### src/rtl/cmsdk_mcu_pin_filter.sv
// Pad input conditioning: 2-flop sync, per-bit debounce, edge pulses, sticky interrupt flags.
// Latency: pad_in->sync_out 2 edges, ->filt_out 3 edges in bypass; int_status 1 edge after its set condition.
// Backpressure: none; every input is sampled each cycle.
module cmsdk_mcu_pin_filter #(
    parameter int WIDTH = 16,
    parameter int CNT_W = 4
) (
    input  logic             HCLK,
    input  logic             HRESET,
    input  logic [WIDTH-1:0] pad_in,
    input  logic [WIDTH-1:0] filt_en,
    input  logic [CNT_W-1:0] debounce_len,
    input  logic [WIDTH-1:0] int_en,
    input  logic [WIDTH-1:0] int_type,
    input  logic [WIDTH-1:0] int_pol,
    input  logic [WIDTH-1:0] int_clr,
    output logic [WIDTH-1:0] sync_out,
    output logic [WIDTH-1:0] filt_out,
    output logic [WIDTH-1:0] rise_pulse,
    output logic [WIDTH-1:0] fall_pulse,
    output logic [WIDTH-1:0] int_status,
    output logic             irq
);

    localparam logic [CNT_W-1:0] CNT_ONE = {{(CNT_W-1){1'b0}}, 1'b1};

    logic [WIDTH-1:0] sync1_q, sync1_d;
    logic [WIDTH-1:0] sync2_q, sync2_d;
    logic [WIDTH-1:0] filt_q, filt_d;
    logic [WIDTH-1:0] filt_dly_q, filt_dly_d;
    logic [WIDTH-1:0] int_status_q, int_status_d;
    logic [CNT_W-1:0] cnt_q [WIDTH];
    logic [CNT_W-1:0] cnt_d [WIDTH];

    logic [WIDTH-1:0] rise;
    logic [WIDTH-1:0] fall;
    logic [WIDTH-1:0] edge_set;
    logic [WIDTH-1:0] lvl_set;

    always_comb begin
        sync1_d    = pad_in;
        sync2_d    = sync1_q;
        filt_dly_d = filt_q;
        filt_d     = filt_q;
        for (int i = 0; i < WIDTH; i++) begin
            cnt_d[i] = '0;
            if (!filt_en[i]) begin
                filt_d[i] = sync2_q[i];
            end else if (sync2_q[i] != filt_q[i]) begin
                // The >= compare both bounds the counter and commits at once
                // if debounce_len is lowered below the running count.
                if (cnt_q[i] >= debounce_len) begin
                    filt_d[i] = sync2_q[i];
                end else begin
                    cnt_d[i] = cnt_q[i] + CNT_ONE;
                end
            end
        end
    end

    always_comb begin
        rise     = filt_q & ~filt_dly_q;
        fall     = ~filt_q & filt_dly_q;
        edge_set = int_en & ~int_type & ((int_pol & rise) | (~int_pol & fall));
        // A level source is masked for the clear cycle so the flag visibly
        // drops for one cycle and re-arms while the level persists.
        lvl_set  = int_en & int_type & ~(filt_q ^ int_pol) & ~int_clr;
        int_status_d = edge_set | lvl_set | (int_status_q & ~int_clr);
    end

    always_ff @(posedge HCLK) begin
        if (HRESET) begin
            sync1_q      <= '0;
            sync2_q      <= '0;
            filt_q       <= '0;
            filt_dly_q   <= '0;
            int_status_q <= '0;
            for (int i = 0; i < WIDTH; i++) begin
                cnt_q[i] <= '0;
            end
        end else begin
            sync1_q      <= sync1_d;
            sync2_q      <= sync2_d;
            filt_q       <= filt_d;
            filt_dly_q   <= filt_dly_d;
            int_status_q <= int_status_d;
            cnt_q        <= cnt_d;
        end
    end

    assign sync_out   = sync2_q;
    assign filt_out   = filt_q;
    assign rise_pulse = rise;
    assign fall_pulse = fall;
    assign int_status = int_status_q;
    assign irq        = |int_status_q;

endmodule

### config.mk
export PLATFORM = sky130hd
export DESIGN_NAME = cmsdk_mcu_pin_filter
export DESIGN_NICKNAME = d
export VERILOG_FILES = /design/src/rtl/cmsdk_mcu_pin_filter.sv
export SDC_FILE = /design/constraint.sdc
export NUM_CORES = 1
export LEC_CHECK = 0
export BUFFER_PORTS_ARGS = -buffer_cell sky130_fd_sc_hd__buf_2
export CAP_MARGIN = 10
export CORE_MARGIN = 4
export CORE_UTILIZATION = 45
export CTS_CLUSTER_DIAMETER = 50
export DETAILED_ROUTE_END_ITERATION = 6
export PLACE_DENSITY_LB_ADDON = 0.3
export SYNTH_ARGS = -nofsm -noshare
export SYNTH_HDL_FRONTEND = slang
export SYNTH_SLANG_ARGS = --single-unit
### constraint.sdc
create_clock -name HCLK -period 5.55 [get_ports HCLK]
set_input_delay 1.11 -clock HCLK [delete_from_list [all_inputs] [get_ports HCLK]]
set_output_delay 1.11 -clock HCLK [all_outputs]
set_load 0.05 [all_outputs]
## Word-level counts from Yosys, hierarchy flattened

Index checks and enable logic that the tools add are counted.

| cells by class | value |
|---|---|
| multiplexer cells | 48 |
| divide/modulo/power cells | 0 |
| $mul | 0 |
| reductions and logical operators | 33 |
| shift operators | 0 |
| magnitude comparators | 16 |
| equal/unequal tests | 48 |
| bitwise logic cells | 52 |
| add/subtract/negate cells | 16 |

Operators with widths:

| kind | count |
|---|---|
| 16-bit AND | 10 |
| 16-bit NOT | 6 |
| 4-bit by 1-bit adder with 4-bit output, second input constant | 16 |
| 4-bit greater-or-equal comparator | 16 |
| 2-bit by 1-bit != test with 1-bit output, second input constant | 32 |
| 4-bit OR reduction | 16 |
| 1-bit two-way mux | 48 |
| 16-bit bitwise OR | 3 |
| 1-bit NOT | 32 |
| 2-bit AND reduction | 16 |
| 1-bit != test | 16 |
| 16-bit OR reduction | 1 |
| 16-bit XOR | 1 |

| storage, ports and cells | value |
|---|---|
| ROM bits | 0 |
| bits in writable memories | 0 |
| memories | 0 |
| input bits | 102 |
| bits in latches | 0 |
| logic and storage cells | 249 |
| output and inout bits | 81 |
| flip-flop bits (word level) | 144 |

## Depth between registers and ports, before layout

| logic depth | value |
|---|---|
| word-level depth | 7 |
| depth in mapped cells | 6 |
| mapped depth without buffers | 6 |

## Worst setup path after synthesis

OpenSTA, ideal clock, no wires.

| timing | value |
|---|---|
| kind | reg2out |
| from | reg filt_q[0] (netlist: filt_out[0]) |
| to | out rise_pulse[0] |
| data arrival time | 1.488 ns |
| required time | 4.440 ns |
| cell stages (with the launch flop) | 2 |
| path slack | 2.952 ns |
| path buffers | 0 |
| cell sequence | dfxtp_1 > nor2b_1 |

| on the way | value |
|---|---|
| longest elaborated chain between the ends | 1 |

Ends and longest elaborated chain:

| item | RTL line | text |
|---|---|---|
| start, declared | 29 | `logic [WIDTH-1:0] filt_q, filt_d;` |
| start signal, assigned | 84 | `filt_q <= filt_d;` |
| 16-bit AND | 62 | `rise = filt_q & ~filt_dly_q;` |
| end, declared | 19 | `output logic [WIDTH-1:0] rise_pulse,` |

No other way between the ends.

## Worst setup path after layout

| timing | value |
|---|---|
| from | reg int_status_q[3] (netlist: int_status[3]) |
| to | out irq |

| on the way | value |
|---|---|
| longest elaborated chain between the ends | 1 |

Ends and longest elaborated chain:

| item | RTL line | text |
|---|---|---|
| start, declared | 31 | `logic [WIDTH-1:0] int_status_q, int_status_d;` |
| start signal, assigned | 86 | `int_status_q <= int_status_d;` |
| 16-bit OR reduction | 96 | `assign irq = \|int_status_q;` |
| end, declared | 22 | `output logic irq` |

No other way between the ends.

==> qor.yml <==
outcome:
  run_status: "finished clean"
sta:
  final-hold-violation-count: 0
  count_of_pins_over_their_slew_limit: 0
  timing.slew.headroom_pct: 32.94
  final_critical_path_setup_slack_ns: 2.500
  fin_crit_sh_pct: 54.95
  totalNegativeSetupSlack_ns: 0
  timing.final.setup_violations: 0
  fin_crit_ns: 3.050
  clock.fmax_mhz: 327.9
  rsz0062_at_grt: "false"
  skew_ns: 0.008504
  timing_worst_slew_pin_value_ns: 1.006
placed_design:
  dp_hpwl_mm: 11.74
  detailedPlace.worstSlack_ns: 2.456
  port_buffers: 182
  gp_routability_congestion: 0.7513
power_and_ir_drop:
  power.density_nw_per_um2: 282.1
  power.leakage_nw: 4.454
  power.total_w: 0.002528
  max-vdd-ir-drop_mv: 0.2174
finish:
  drive_above_1_share_pct: 28.02
  multiInputGateArea_um2: 4014
  fin_util_pct: 58.09
  fillers: 1406
  finish.net_count: 1097
  top_library_cells_by_usage_in_the_layout_fill_and_taps_aside: "buf_2 (182), dfxtp_1 (144), nor2b_1 (80), ha_1 (80), inv_1 (67)"
  n_antenna_cell: 0
  flow.area_growth_from_synthesis_pct: 24.43
  layout_commonest_cell: "buf_2"
  area.sequential_um2: 2883
worst_setup_path:
  end_kind: "output pin"
  arrival_ns: 1.94
  timing.critical_path.required_ns: 4.44
  r2r-start: "cnt_q[56]"
  cp-startpoint: "int_status[3]"
  startpoint_type: "flip-flop"
  worst-setup-path-type: "flip-flop to output pin"
  worst-path-max-fanout: 3
synthesis:
  syn_area_um2: 7202
  netlist_instances: 724
  sequential_area_share_after_synthesis_pct: 40.03
  yosys.cell_types.count: 25
  postSynthNetCount: 906
  average_cell_area_after_synthesis_um2: 9.947
  ys_seq_elements: 144
  ys_warn_count: 0
clocking:
  tritoncts: "done"
  numClockSinks: 144
  tritoncts.num_buffers: 17
  cts-root-to-sink-buffers: 2
  post_cts_hold_buffer_count: 0
  cts.htree.levels: 4
  clkSlewWorstSetupHoldPaths_ns: 0.06
  clock_insertion_delay_worst_skew_ns: 0.43
  cts.root.buffer_cell: "clkbuf_16"
  cts_setup_buffers: 0
  post_cts.resized_instances: 0
detailed_routing:
  route.vias.total: 5686
  detail_route.first_pass.iterations: 4
  detail_route.wirelength_mm: 15.91
  drt_first_iter_violations: 190
  drcViolationCount: 0
  antenna_left: 0
  per_cell_via_count_in_the_routed_design: 4.992
  drt-wirelength-per-cell_um: 13.97
run:
  maxCapViolCount: 0
grt:
  gr-total-overflow: 0
  vias_in_the_first_global_route: 5505
  grt_antenna_before_repair: 0
  grt_start_max_net_pins: 64
  grt_util_all_layers_pct: 18.00
  grt_first_pass_wirelength_mm: 26.10
min_path:
  worst_hold_startpoint: "sync1_q[6]"
  worst_hold_path_type: "flip-flop to flip-flop"
floorplanning:
  die_w_um: 134.5
  die-height_um: 134.5
  floorplan.die_area_um2: 18090
  placementRows: 45
  initial_utilization_pct: 46.68
  boundaryPins: 183
  core_um2: 15430
state kept, by name, indices dropped and copies added (netlist names):
register    count
filt_out       16
filt_dly_q     16
sync_out       16
cnt_q          64
int_status     16
sync1_q        16
cell type report:
type	instances	area share (%)
tap	211	2.946
sequential	144	32.17
timing repair buffer	183	10.25
inverter	68	2.848
clock buffer	23	5.557
clock inverter	9	1.438
multi-input combinational	501	44.79
cells by family (layout without fill, tap and decap cells):
logic type,Yosys count,after routing,share of synthesized area (%)
muxes,32,32,4.448
and+or+nand+nor,245,245,19.86
AOI/OAI and AO/OA,96,96,11.69
buffers and inverters,79,283,4.239
adders and majority gates,80,80,13.90
DFF,144,144,40.03
xor gates and xnor gates,48,48,5.837
metal layers:
metal  up-vias  part of all wire, %  track usage (%)
met5         -                    0                0
met4         0                  1.3            5.600
met3        16                  6.8            5.738
met2       163                   46            29.75
met1      2576                   46            22.47
li1       2931                    -                -
power by group:
part	switching [W]	total, W	leakage, nW	internal (W)
Combinational	0.000169	0.000266	2.98	0.0000970
Clock	0.000422	0.00119	0.305	0.000764
Sequential	0.0000194	0.00108	1.17	0.00106
synth_stat cells, drive strengths merged:
library cell	count	share of area [%]
a211oi	16	1.7
a21oi	16	1.1
a31o	31	3.8
a32o	1	0.14
and3	15	1.3
buf	7	0.49
clkbuf	4	0.21
dfxtp	144	40
ha	80	14
inv	68	3.5
mux2i	32	4.4
nand2	16	0.83
nand3	32	2.2
nand4	17	2.9
nor2	65	3.4
nor2b	80	6.9
nor4	4	0.35
o2111ai	16	3.3
o31ai	16	1.7
or3b	16	1.9
xnor2	16	1.9
xor2	32	3.9
critical path: stages, from the launching register on:
cell and delay [ns]:
dfxtp_1 0.31, nor4_1 0.80, nand4_1 0.14, buf_2 0.26
metrics by stage:
| stage | area (µm²) | hold WS [ns] | instances |
|---|---|---|---|
| after global placement | 8334 | 0.4156 | 1107 |
| after detailed placement | 8334 | 0.4204 | 1107 |
| after floorplan | 7202 | 0.4138 | 724 |
| after global routing | 8961 | 0.4568 | 1139 |
| after CTS | 8961 | 0.4345 | 1139 |
| final | 8961 | 0.4359 | 1139 |
path summary, 6_finish.rpt:
kind	endpoint	slack, ns	depth (start not counted)
hold reg to reg	sync_out[6]	0.44	1
setup / recovery	irq	2.50	3
hold / removal	sync_out[6]	0.44	1
setup reg to reg	cnt_q[58]	3.92	6
(Power assumes the default switching activity.)
